**src/rtl/card_pkg.sv**
```systemverilog
// card_pkg: shared constants, state encoding and count type for the card dealer
package card_pkg;
   localparam int CARD_W      = 4;
   localparam int MAX_VAL_DEF = 10;
   localparam int COPIES_DEF  = 2;
   localparam int DECK_SIZE   = MAX_VAL_DEF * COPIES_DEF;
   typedef logic [2:0] state_t;
   typedef logic [1:0] cnt_t;
   localparam state_t S_IDLE = 3'd0;
   localparam state_t S_REQ  = 3'd1;
   localparam state_t S_WAIT = 3'd2;
   localparam state_t S_CHK  = 3'd3;
   localparam state_t S_DONE = 3'd4;
endpackage

```
**src/rtl/card_pick_lowest.sv**
```systemverilog
// card_pick_lowest: lowest card value that still has copies left in the deck
module card_pick_lowest
   import card_pkg::*;
#(
   parameter int MAX_VAL = MAX_VAL_DEF
) (
   input  cnt_t [MAX_VAL:1]   cnt,
   output logic [CARD_W-1:0] low,
   output logic              any
);
   // scan from the top so the smallest available value wins
   always_comb begin
      low = '0;
      for (int v = MAX_VAL; v >= 1; v--)
         if (cnt[v] != 2'd0) low = CARD_W'(v);
      any = low != '0;
   end
endmodule

```
**src/rtl/card_deal_ctrl.sv**
```systemverilog
// card_deal_ctrl: sequences the random generator and deals one card per player
module card_deal_ctrl
   import card_pkg::*;
#(
   parameter int MAX_VAL   = MAX_VAL_DEF,
   parameter int COPIES    = COPIES_DEF,
   parameter int EN_CYCLES = 2,
   parameter int SETTLE    = 1,
   parameter int MAX_TRIES = 8
) (
   input  logic              clk,
   input  logic              clr,
   input  logic              deal,
   input  logic              new_deck,
   input  logic [CARD_W-1:0] rnd,
   output logic              rnd_en,
   output logic [CARD_W-1:0] card_a,
   output logic [CARD_W-1:0] card_b,
   output logic              cards_valid,
   output logic              busy,
   output logic              deck_empty,
   output logic [4:0]        cards_left
);
   localparam int TW = $clog2(MAX_TRIES);
   localparam logic [4:0] FULL = 5'(MAX_VAL * COPIES);
   state_t              state;
   logic                side;
   logic [TW-1:0]       tries;
   logic [3:0]          ctr;
   cnt_t [MAX_VAL:1]    cnt;
   logic [15:0]         avail;
   logic [CARD_W-1:0]   low;
   logic [CARD_W-1:0]   val;
   logic                any;
   logic                take;
   card_pick_lowest #(.MAX_VAL(MAX_VAL)) u_pick (
      .cnt (cnt),
      .low (low),
      .any (any)
   );
   // availability mask indexed directly by the raw draw; 0 and values above MAX_VAL stay clear
   always_comb begin
      avail = '0;
      for (int v = 1; v <= MAX_VAL; v++) avail[v] = cnt[v] != 2'd0;
   end
   assign take = avail[rnd] || tries == TW'(MAX_TRIES - 1);
   assign val  = avail[rnd] ? rnd : low;
   // dealer sequencer: draw request, settle, check, then hand out both cards
   always_ff @(posedge clk) begin
      if (!clr) begin
         state       <= S_IDLE;
         side        <= 1'b0;
         tries       <= '0;
         ctr         <= '0;
         rnd_en      <= 1'b0;
         card_a      <= '0;
         card_b      <= '0;
         cards_valid <= 1'b0;
         busy        <= 1'b0;
         cards_left  <= FULL;
         deck_empty  <= 1'b0;
         for (int v = 1; v <= MAX_VAL; v++) cnt[v] <= cnt_t'(COPIES);
      end else begin
         case (state)
            S_IDLE: begin
               if (new_deck) begin
                  for (int v = 1; v <= MAX_VAL; v++) cnt[v] <= cnt_t'(COPIES);
                  cards_left  <= FULL;
                  deck_empty  <= 1'b0;
                  cards_valid <= 1'b0;
               end else if (deal && !deck_empty) begin
                  cards_valid <= 1'b0;
                  side        <= 1'b0;
                  tries       <= '0;
                  ctr         <= '0;
                  rnd_en      <= 1'b1;
                  busy        <= 1'b1;
                  state       <= S_REQ;
               end
            end
            S_REQ: begin
               ctr <= ctr == 4'(EN_CYCLES - 1) ? 4'd0 : ctr + 4'd1;
               if (ctr == 4'(EN_CYCLES - 1)) begin
                  rnd_en <= 1'b0;
                  state  <= S_WAIT;
               end
            end
            S_WAIT: begin
               ctr <= ctr == 4'(SETTLE - 1) ? 4'd0 : ctr + 4'd1;
               if (ctr == 4'(SETTLE - 1)) state <= S_CHK;
            end
            S_CHK: begin
               if (take) begin
                  for (int v = 1; v <= MAX_VAL; v++)
                     if (val == CARD_W'(v)) cnt[v] <= cnt[v] - 2'd1;
                  cards_left <= cards_left - 5'd1;
                  deck_empty <= cards_left == 5'd1;
                  if (side) begin
                     card_b <= val;
                     state  <= S_DONE;
                  end else begin
                     card_a <= val;
                     side   <= 1'b1;
                     tries  <= '0;
                     rnd_en <= 1'b1;
                     state  <= S_REQ;
                  end
               end else begin
                  tries  <= tries + 1'b1;
                  rnd_en <= 1'b1;
                  state  <= S_REQ;
               end
            end
            S_DONE: begin
               cards_valid <= 1'b1;
               busy        <= 1'b0;
               state       <= S_IDLE;
            end
            default: state <= S_IDLE;
         endcase
      end
   end
   // the empty flag must agree with the per-value counts at every edge
   assert property (@(posedge clk) disable iff (!clr) deck_empty == !any);
endmodule
```
**config.mk**
```make
export PLATFORM = sky130hd
export DESIGN_NAME = card_deal_ctrl
export DESIGN_NICKNAME = d
export VERILOG_FILES = /design/src/rtl/card_pkg.sv /design/src/rtl/card_pick_lowest.sv /design/src/rtl/card_deal_ctrl.sv
export SDC_FILE = /design/constraint.sdc
export NUM_CORES = 1
export LEC_CHECK = 0
export CORE_ASPECT_RATIO = 0.7
export CORE_MARGIN = 4
export CORE_UTILIZATION = 25
export CTS_CLUSTER_SIZE = 10
export DETAILED_ROUTE_END_ITERATION = 8
export MAX_ROUTING_LAYER = met4
export PLACE_DENSITY_LB_ADDON = 0.25
export SLEW_MARGIN = 5
export SYNTH_ARGS = -nofsm -noshare
export SYNTH_HDL_FRONTEND = slang
export SYNTH_SLANG_ARGS = --single-unit
export TNS_END_PERCENT = 50
```
**constraint.sdc**
```tcl
create_clock -name clk -period 2.4 [get_ports clk]
set_input_delay 0.36 -clock clk [delete_from_list [all_inputs] [get_ports clk]]
set_output_delay 0.36 -clock clk [all_outputs]
set_load 0.01 [all_outputs]
```
Yosys cells after proc, flatten, opt, wreduce, memory -nomap -nowiden
Index checks and enable logic that the tools add are counted.
{"block": "word_totals", "ff_bits": 48, "in_bits": 8, "wordCells": 172}
{"block": "classes", "add_sub_neg": 13, "order_cmp": 1, "n_eq_ne": 35, "muxes": 62, "bitwise_logic": 1, "reduce_logical": 39}
{"cell": "4-bit two-way mux", "count": 15}
{"cell": "4-bit AND reduction", "count": 13}
{"cell": "20-bit two-way mux", "count": 2}
{"cell": "20-bit one-hot mux with 2 select lines", "count": 1}
{"cell": "2-bit inequality test (second input constant)", "count": 16}
{"cell": "3-bit two-way mux", "count": 10}
{"cell": "2-bit nonzero test", "count": 12}
{"cell": "2-bit two-way mux", "count": 10}
{"cell": "2-bit by 1-bit subtractor with 2-bit output (second input constant)", "count": 10}
{"cell": "4-bit by 3-bit equality test with 1-bit output (second input constant)", "count": 4}
{"cell": "3-bit AND reduction", "count": 5}
{"cell": "4-bit equality test (second input constant)", "count": 3}
{"cell": "1-bit two-way mux", "count": 12}
{"cell": "3-bit one-hot mux with 4 select lines", "count": 1}
{"cell": "4-bit one-hot mux with 3 select lines", "count": 1}
{"cell": "5-bit two-way mux", "count": 2}
{"cell": "5-bit one-hot mux with 2 select lines", "count": 1}
{"cell": "4-bit by 1-bit equality test with 1-bit output (second input constant)", "count": 2}
{"cell": "4-bit by 2-bit equality test with 1-bit output (second input constant)", "count": 2}
{"cell": "1-bit one-hot mux with 2 select lines", "count": 4}
{"cell": "3-bit by 2-bit equality test with 1-bit output (second input constant)", "count": 2}
{"cell": "3-bit equality test (second input constant)", "count": 2}
{"cell": "3-bit inequality test (second input constant)", "count": 2}
{"cell": "3-bit one-hot mux with 2 select lines", "count": 1}
{"cell": "17 further kinds", "count": 18}

Logic depth before layout (Yosys ltp)
Gate-level depths: netlist (run 1).
{"block": "logic_depth", "depth_word": 16, "mapped_depth": 10, "mapped_depth_nobuf": 8}

Cells and area by module
Synthesis (run 1) repeated with hierarchy kept, for this count alone.
{"block": "hier_totals", "cells_unflattened": 362, "hier_area_um2": 3021.6}
{"mod": "card_deal_ctrl", "n_inst": 1, "cells_each": 339, "area_each_um2": 2885.3}
{"mod": "card_pick_lowest", "n_inst": 1, "cells_each": 23, "area_each_um2": 136.4}

Least setup slack after synthesis (run 1)
Ideal clock, no wire load.
{"block": "synth_path", "path_kind": "register to register", "from": "register cnt[6] in the netlist's numbering", "to": "register cnt[11] in the netlist's numbering", "arrival_ns": 2.291, "t_required_ns": 2.284, "slack_ns": -0.007, "path_stages_with_launch": 9, "n_path_buf": 0, "period_less_slack_ns": 2.407, "path_cell_list": "dfxtp_1 -> inv_1 -> ha_1 -> mux4_1 -> and2_1 -> o21a_4 -> mux2_4 -> or3_1 -> o211a_1"}
{"block": "synth_between", "elab_chain_cells": 9, "word_cells_on_any_way": 13, "classes_between": "eq/ne: 3; mux: 7; reduce/logical: 3"}
{"element": "from (decl)", "line_no": "card_deal_ctrl.sv:30", "source": "cnt_t [MAX_VAL:1] cnt;"}
{"element": "from (signal, indexed assignment)", "line_no": "card_deal_ctrl.sv:95", "source": "if (val == CARD_W'(v)) cnt[v] <= cnt[v] - 2'd1;"}
{"element": "2-bit nonzero test *", "line_no": "card_pick_lowest.sv:15, card_deal_ctrl.sv:44"}
{"element": "branches (longest 7 deep; another with 1-bit binary-select mux with 4-bit select)"}
{"element": "4-bit AND reduction (no source line) *"}
Every way passes the cells marked *. The select of a mux whose other input is x is not followed.
A chain may end at the register's enable or synchronous reset.

Final worst setup path (run 1)
{"block": "layout_path", "from": "register cnt[4] in the netlist's numbering", "to": "register cnt[7] in the netlist's numbering"}
{"block": "layout_between", "elab_chain_cells": 8, "word_cells_on_any_way": 12, "classes_between": "eq/ne: 3; mux: 6; reduce/logical: 3"}
{"element": "2-bit nonzero test *", "line_no": "card_pick_lowest.sv:15, card_deal_ctrl.sv:44"}
{"element": "branches (longest 6 deep; another with 1-bit binary-select mux with 4-bit select)"}
{"element": "4-bit AND reduction (no source line) *"}
Marked as above.

==> results.cfg, run 1 <==
[timing]
tightestPinTransition_ns = 0.487
hold_viol_final = 0
slew_violations = 0
skew_ns = 0.00228
whs_ns = 0.459
rsz0062_at_grt = true
fin_crit_ns = 2.39
fmax_ghz = 0.419
max-slew-margin-rel = 0.672
finalCritPeriodShare = 0.994
setup_viol = 0

[layout]
nets = 474
antenna_cells = 0
drive_gt1_frac = 0.307
syn2layout_area_growth_pct = 40.6
stdcell_count = 606
nFillCells = 1225

[global_route]
grt_first_pass_wirelength_um = 14700
grt_overflow = 0
grt_max_degree = 16
first_global_vias = 2888
antenna_found_initial = 0
grtUsageTotal = 0.135

[worst_setup_path]
worst_setup_path_start_kind = register
worst-path-max-fanout = 5
critPathCaptureType = register
worstSetupPathType = register to register
arrival_ns = 2.57
crit_required_ns = 2.58

[floorplan]
die_x_um = 140
design.core.area_sq_um = 11800
io_pins = 25
die_area_sq_um = 14000
start_util = 0.258
die_y_um = 100
core.rowCount = 33

[clocking]
postCtsHoldBufs = 0
clk_latency_ns = 0.29
cts.clk_slew.worst_paths_ns = 0.07
h-tree-depth = 2
ctsLongestPathBuffers = 2
cts_sinks = 48
numCtsBuffers = 5
root_buffer = clkbuf_16
cts_tree = done

[place]
portBuffers = 24
hpwl_um = 7080
gp_congestion = 0.868
placed_cells = 591

[route]
wirelength_um = 9220
post_drt_wl_per_cell_um = 15.2
drc = 0
vias = 2901
ant_nets = 0
via_per_inst = 4.79
firstDrtPassIters = 4
drt_iter0_markers = 171

[synthesis]
synth_fa_ha_area_frac = 0.0740
syn-num-nets = 386
synth_ff_type = dfxtp_1
muxShareOfSynthArea = 0.0904
synth_top_family_by_area = simple AND/OR/NAND/NOR gates
synthSimpleGateAreaFrac = 0.233
synth_compound_area_frac = 0.211
synth_cells = 360
synth_edf_count = 0
avgSynthCellArea_sq_um = 8.46
synth.distinct_cells = 66
async_reset_ff_frac = 0
syn-cell-area_sq_um = 3050
ys_seq_area_frac = 0.316
synth-xor-area-share = 0.0144
synth-seq-cells = 48
ys_warn_count = 0

[power]
p_sw_frac = 0.335
p_switching_uw = 816
p_clk_frac = 0.299
ir_drop_mv = 0.279
leakage_nw = 1.69
cellInternalPower_mw = 1.62
power_density_nw_per_um2 = 568
power_frac_comb = 0.316
seqPwrFrac = 0.385
finalPower_mw = 2.43

[run_status]
status = complete, no violations

[min_path]
min_path_type = register to register

[run]
cap_viol_max_count = 0
-- logic make-up after synthesis --
family | count (synthesis)
and+or+nand+nor | 138
AOI/OAI and AO/OA | 86
DFF | 48
buffers and inverters | 42
muxes | 23
adders and majority gates | 18
xor gates and xnor gates | 5
-- worst max-delay path, cell delays in order (launching register included) --
cell and delay [ns]:
dfxtp_2 0.33, inv_1 0.06, ha_4 0.17, mux2_4 0.26, o311a_4 0.40, o21a_4 0.26, buf_6 0.12, mux2_4 0.33
and2_4 0.15, o221a_1 0.19
-- state kept, by name, summed over array words and instances, names as in the netlist --
register and cells:
cards_valid 1, cnt 20, card_b 4, card_a 4, busy 1, tries 3
ctr 4, rnd_en 1, deck_empty 1, side 1, state 3, cards_left 5
-- Yosys cell counts (all sizes together), types with 6 or more instances --
cell,instances,share of area
clkbuf,8,0.0099
o21a,6,0.017
mux2i,17,0.057
a21oi,20,0.033
ha,18,0.074
o21ai,19,0.032
and2,7,0.014
nor2,38,0.048
nand3,17,0.033
dfxtp,48,0.32
a211oi,8,0.025
inv,30,0.037
nand2,35,0.043
-- through the flow --
step	setup slack, ns	TNS [ns]	instance area [sq um]	utilization
2_1_floorplan	0.0200	0	3050	-
3_3_place_gp	-0.389	-11.82	3870	0.328
3_5_place_dp	-0.411	-12.82	3870	0.328
4_1_cts	0.00305	0	4140	0.350
5_1_grt	-0.0491	-0.267	4280	0.363
6_report	0.0146	0	4280	0.363
-- final timing paths --
path / startpoint / endpoint / slack (ns) / depth (start not counted)
worst max-delay path: cnt[4] / cnt[7] / 0.01 / 9
worst max register to register: cnt[4] / cnt[7] / 0.01 / 9
worst min-delay path: cnt[16] / cnt[16] / 0.46 / 2
worst min register to register: cnt[16] / cnt[16] / 0.46 / 2
-- cells in the final DEF, fill, tap and decap left out, types with 10 or more instances in the layout --
| master | synthesis | routed |
|---|---|---|
| dfxtp_2 | 0 | 11 |
| inv_1 | 30 | 20 |
| nand3_1 | 14 | 13 |
| dfxtp_1 | 48 | 37 |
| clkdlybuf4s50_1 | 0 | 21 |
| a21oi_1 | 20 | 18 |
| inv_2 | 0 | 10 |
| nand2_1 | 35 | 34 |
| ha_1 | 18 | 10 |
| o21ai_0 | 13 | 12 |
| mux2i_1 | 16 | 15 |
| buf_4 | 0 | 63 |
| nor2_1 | 37 | 37 |
-- layer usage --
metal	global-route usage	share of wire	up-vias
met2	0.184	0.39	55
li1	-	-	1469
met4	0.0328	0.0072	0
met5	-	0	-
met1	0.203	0.55	1371
met3	0.0229	0.050	6
-- power by group through the flow --
stage          registers, mW  logic [mW]  clock network (mW)
6_report               0.937       0.768               0.727
2_1_floorplan          0.919       0.485                   0
5_1_grt                0.953       0.849               0.777
4_1_cts                0.938       0.732               0.737
3_3_place_gp           0.954       0.711                   0
3_5_place_dp           0.955       0.718                   0
-- layout make-up --
cell class,count,area [sq um],area share
Sequential cell,48,975,0.228
Inverter,30,113,0.0263
Clock buffer,8,146,0.0342
Multi-Input combinational cell,270,2070,0.485
Tap cell,157,196,0.0459
Timing Repair Buffer,93,777,0.181
-- what timing repair did --
item                                    CTS  global route
resized for setup                        34            29
pin swaps                                 7            12
setup buffers                             4             3
endpoints found under the setup margin   27            25
(Power assumes the default switching activity.)
==> run 2: changes to the inputs <==
Settings changed: CTS_CLUSTER_SIZE 10 to 25.
==> results of run 2 <==
Final layout, timing and power as in run 1 (identical DEF).
